===== config.mk =====
export PLATFORM = sky130hd
export DESIGN_NAME = cnt_rr_arbiter
export DESIGN_NICKNAME = d
export VERILOG_FILES = /design/src/rtl/cnt_rr_arbiter.sv
export SDC_FILE = /design/constraint.sdc
export NUM_CORES = 1
export LEC_CHECK = 0
export CORE_UTILIZATION = 40
export DETAILED_ROUTE_END_ITERATION = 8
export PLACE_DENSITY_LB_ADDON = 0.25
export SYNTH_ARGS = -nofsm -noshare
export SYNTH_HDL_FRONTEND = slang
export SYNTH_SLANG_ARGS = --single-unit

===== constraint.sdc =====
create_clock -name clk -period 3.7 [get_ports clk]
set_input_delay 0.925 -clock clk [delete_from_list [all_inputs] [get_ports clk]]
set_output_delay 0.925 -clock clk [all_outputs]
set_load 0.005 [all_outputs]

===== src/rtl/cnt_rr_arbiter.sv =====
// Round-robin arbiter sharing one up/down/load counter among NREQ requesters.
// Grants may be locked for several ops, capped at MAX_HOLD cycles per tenure.
module cnt_rr_arbiter #(
  parameter int NREQ     = 4,
  parameter int WIDTH    = 16,
  parameter int MAX_HOLD = 8,
  localparam int IDW = (NREQ > 1) ? $clog2(NREQ) : 1,
  localparam int HW  = $clog2(MAX_HOLD) + 1
) (
  input  logic                  clk,
  input  logic                  rst,
  input  logic [NREQ-1:0]       req,
  input  logic [NREQ-1:0]       lock,
  input  logic [NREQ-1:0]       op_wr,
  input  logic [NREQ-1:0]       op_up,
  input  logic [NREQ*WIDTH-1:0] loadin,
  output logic [NREQ-1:0]       gnt,
  output logic [IDW-1:0]        gnt_id,
  output logic                  busy,
  output logic [WIDTH-1:0]      dout,
  output logic                  wrap
);

  typedef enum logic {IDLE, GRANT} state_t;

  state_t           state;
  logic [IDW-1:0]   ptr;
  logic [HW-1:0]    hold_cnt;
  logic [IDW-1:0]   base;
  logic [IDW-1:0]   win;
  logic             act;
  logic             rel;
  logic [WIDTH-1:0] ld;

  // First set bit after b, wrapping; b itself is scanned last.
  function automatic logic [IDW-1:0] pick(
    input logic [NREQ-1:0] r,
    input logic [IDW-1:0]  b
  );
    logic [IDW-1:0] w;
    int idx;
    w = '0;
    for (int k = NREQ; k >= 1; k--) begin
      idx = (int'(b) + k) % NREQ;
      if (r[idx]) w = IDW'(idx);
    end
    return w;
  endfunction

  always_comb begin
    base = (state == GRANT) ? gnt_id : ptr;
    win  = pick(req, base);
    act  = req[gnt_id];
    rel  = !act || !lock[gnt_id] ||
           (hold_cnt == HW'(MAX_HOLD - 1));
    ld   = loadin[int'(gnt_id)*WIDTH +: WIDTH];
  end

  always_ff @(posedge clk) begin
    if (rst) begin
      state    <= IDLE;
      ptr      <= IDW'(NREQ - 1);
      hold_cnt <= '0;
      gnt      <= '0;
      gnt_id   <= '0;
      busy     <= 1'b0;
      dout     <= '0;
      wrap     <= 1'b0;
    end else begin
      wrap <= 1'b0;
      unique case (state)
        IDLE: begin
          if (|req) begin
            state    <= GRANT;
            gnt      <= NREQ'(1) << win;
            gnt_id   <= win;
            busy     <= 1'b1;
            hold_cnt <= '0;
          end
        end
        GRANT: begin
          if (act) begin
            if (op_wr[gnt_id]) begin
              dout <= ld;
            end else if (op_up[gnt_id]) begin
              dout <= dout + WIDTH'(1);
              wrap <= (dout == '1);
            end else begin
              dout <= dout - WIDTH'(1);
              wrap <= (dout == '0);
            end
          end
          if (rel) begin
            ptr      <= gnt_id;
            hold_cnt <= '0;
            if (|req) begin
              gnt    <= NREQ'(1) << win;
              gnt_id <= win;
            end else begin
              state  <= IDLE;
              gnt    <= '0;
              gnt_id <= '0;
              busy   <= 1'b0;
            end
          end else begin
            hold_cnt <= hold_cnt + HW'(1);
          end
        end
      endcase
    end
  end

endmodule


==> run metrics <==
status=finished, final reports clean; first-pass GRT wire length=13900 um; Highest Signal Layer=met4; placed cell count=505; Worst slew margin=0.681; fin crit share=0.933; GRT overflow=0; hpwl dp=6630 um; # diodes=0; Leak Pwr=0.00165 uW; drc violations=0; Area contributors post-synth=dfxtp_1 23%, mux4_2 16%, ha_1 8.2%; WL per Instance=16.0 um; die area=0.00723 mm^2; sw frac=0.385; Finished Layout Cells=513; family with the most delay on the worst path=compound AO/OA/AOI/OAI gates; largest net degree at the start of global routing=25; Clock Power Share=0.172; max-cap viol count=0; sum of buffers and inverters on the critical path=2; pwr/cell area=385 mW/mm^2; vias per cell=5.81; Post-CTS Setup Bufs=0; Crit Path Class=in2reg; Clock Root Buffer=clkbuf_8; cell area after synthesis=0.00276 mm^2; row cnt=29; cells along the critical path=clkdlybuf4s50_1 -> mux4_2 -> inv_1 -> ha_1 -> and2_1 -> a221oi_1 -> a21oi_1 -> o2111a_1 -> o311ai_1 -> a31oi_1; Die Y=85.0 um; Slew Limit Fails=0; clock slew at reported path FFs=0.07 ns; Final ANT Viol Nets=0; peak supply drop=0.185 mV; slowest CP cell=mux4_2; post-synth top area cell=dfxtp_1; Peak Freq=0.290 GHz; fin nets=536; asr flop ratio synth=0; RSZ-0062 raised after global routing=no; critical path fanouts, max=6; CTS tree=done; Total Wirelength=8210 um; Worst Clk Skew=0.00692 ns; final hold slack=0.458 ns; Worst-Margin Slew=0.474 ns; synthesized net count=414; synthesized instance count=313; gr usage total=0.240; CP peak stage delay=0.50 ns; DP Area=0.00401 mm^2; Hold WC Path Type=reg2reg; met3 wire length=623 um; initial antenna violation count=0; number of port buffers=105; # H-tree levels=2; 1st-iter DRT viols=113; Netlist cell types=54; Ports=106; Syn. warnings=0; clock sink count=31; sequential fraction of design power=0.272; Die W=85.0 um; vias in the first global route=2880; Fin. Hold Viols=0; sequential share of the synthesized area=0.225; sw power=607 uW; Core Region=0.00649 mm^2; design area=0.00410 mm^2; Area Overhead vs Synth=48.6%; critical path required time=3.87 ns; drt first pass iters=5; layout cell share with drive strength beyond 1=0.131; Mapped Avg Cell Area=8.81 um^2; fin crit period=3.45 ns; via count=2983; CP endpoint kind=register; ys flop type=dfxtp_1; internal power=971 uW; Post-synth top cells=34 x nor2_1, 31 x dfxtp_1, 29 x nand2_1; post-place setup slack=-0.0402 ns; total CTS buffers=5; Final setup viols=0; final worst slack=0.249 ns; Synth Register Bits=31; most common cell in the netlist=nor2_1; starting density of the core=0.425; clock latency at the later pin of the worst-skew pair=0.29 ns; total power=1580 uW; WL met2=3870 um; combinational share of power=0.556; Worst EP arrival=3.62 ns; Synth top area share=0.225; Placer Congestion=0.923; Bufs on Longest Clock Path=2; Metal-1 WL=3620 um; startpoint class of the critical path=input pin; Post-synth EDFFs=0
==> final timing paths <==
kind | from | to | slack (ns) | depth (start not counted)
min reg2reg | gnt[1]$_SDFFE_PP0P_ | gnt[1]$_SDFFE_PP0P_ | 0.46 | 2
max | op_up[3] | dout[12]$_SDFFE_PP0P_ | 0.25 | 10
min | gnt[1]$_SDFFE_PP0P_ | gnt[1]$_SDFFE_PP0P_ | 0.46 | 2
max reg2reg | gnt_id[0]$_SDFFE_PP0P_ | dout[12]$_SDFFE_PP0P_ | 0.88 | 9
==> through the flow <==
stage / utilization / setup TNS (ns)
final: 0.631 / 0
after global routing: 0.631 / 0
after floorplan: - / 0
after detailed placement: 0.617 / -0.0885
after CTS: 0.631 / 0
after global placement: 0.617 / 0
==> flip-flops by register name (all words and copies together), names as in the netlist <==
| register | cells |
|---|---|
| gnt_id | 2 |
| busy | 1 |
| wrap | 1 |
| state | 1 |
| ptr | 2 |
| gnt | 4 |
| dout | 16 |
| hold_cnt | 4 |
==> worst reg2reg max path, stage by stage, from the launching register on <==
cell and delay (ns):
dfxtp_1 0.37, mux4_2 0.54, inv_1 0.20, ha_1 0.28, and2_1 0.15, a221oi_1 0.30, a21oi_1 0.22, o2111a_1 0.31
o311ai_1 0.27, a31oi_1 0.06
==> cell families after synthesis <==
family	after synthesis	synth area share
xor gates and xnor gates	8	0.0254
buffers and inverters	27	0.0472
and+or+nand+nor	118	0.213
AOI/OAI and AO/OA	82	0.208
adders and majority gates	19	0.0889
DFF	31	0.225
muxes	28	0.193
==> power by group through the flow <==
stage / Sequential [uW] / Combinational [uW] / Clock (uW)
2_1_floorplan: 424 / 524 / 0
3_3_place_gp: 436 / 862 / 0
3_5_place_dp: 436 / 871 / 0
4_1_cts: 428 / 875 / 282
5_1_grt: 435 / 972 / 299
6_report: 429 / 878 / 271
==> final cells by class <==
class,instances,area (um^2)
clock buffers,5,68.8
clock inverters,3,20.0
fillers,582,2400
inverters,12,45.0
multi-input cells,255,2010
flip-flops and latches,31,621
well taps,77,96.3
repair buffers,130,1240
==> routing by layer <==
layer | up-vias | GRT usage
met5 | - | 0
met4 | 0 | 0.0709
met3 | 9 | 0.0438
met2 | 136 | 0.392
met1 | 1391 | 0.322
li1 | 1447 | -
==> layout by cell type (no fill, tap or decap), drive strengths merged, types with 7 or more instances in the layout <==
cell,instances
nor3,10
dfxtp,31
clkdlybuf4s50,105
nand3,7
a21oi,21
mux4,20
inv,12
nor2,34
buf,25
nand2,29
nor4,7
a21o,7
a211oi,10
mux2i,7
ha,18
o21ai,10
==> repair_timing <==
item	CTS	global route
resized for setup	0	1
hold buffers	0	0
setup endpoints to repair	0	1
(Power assumes the default switching activity.)
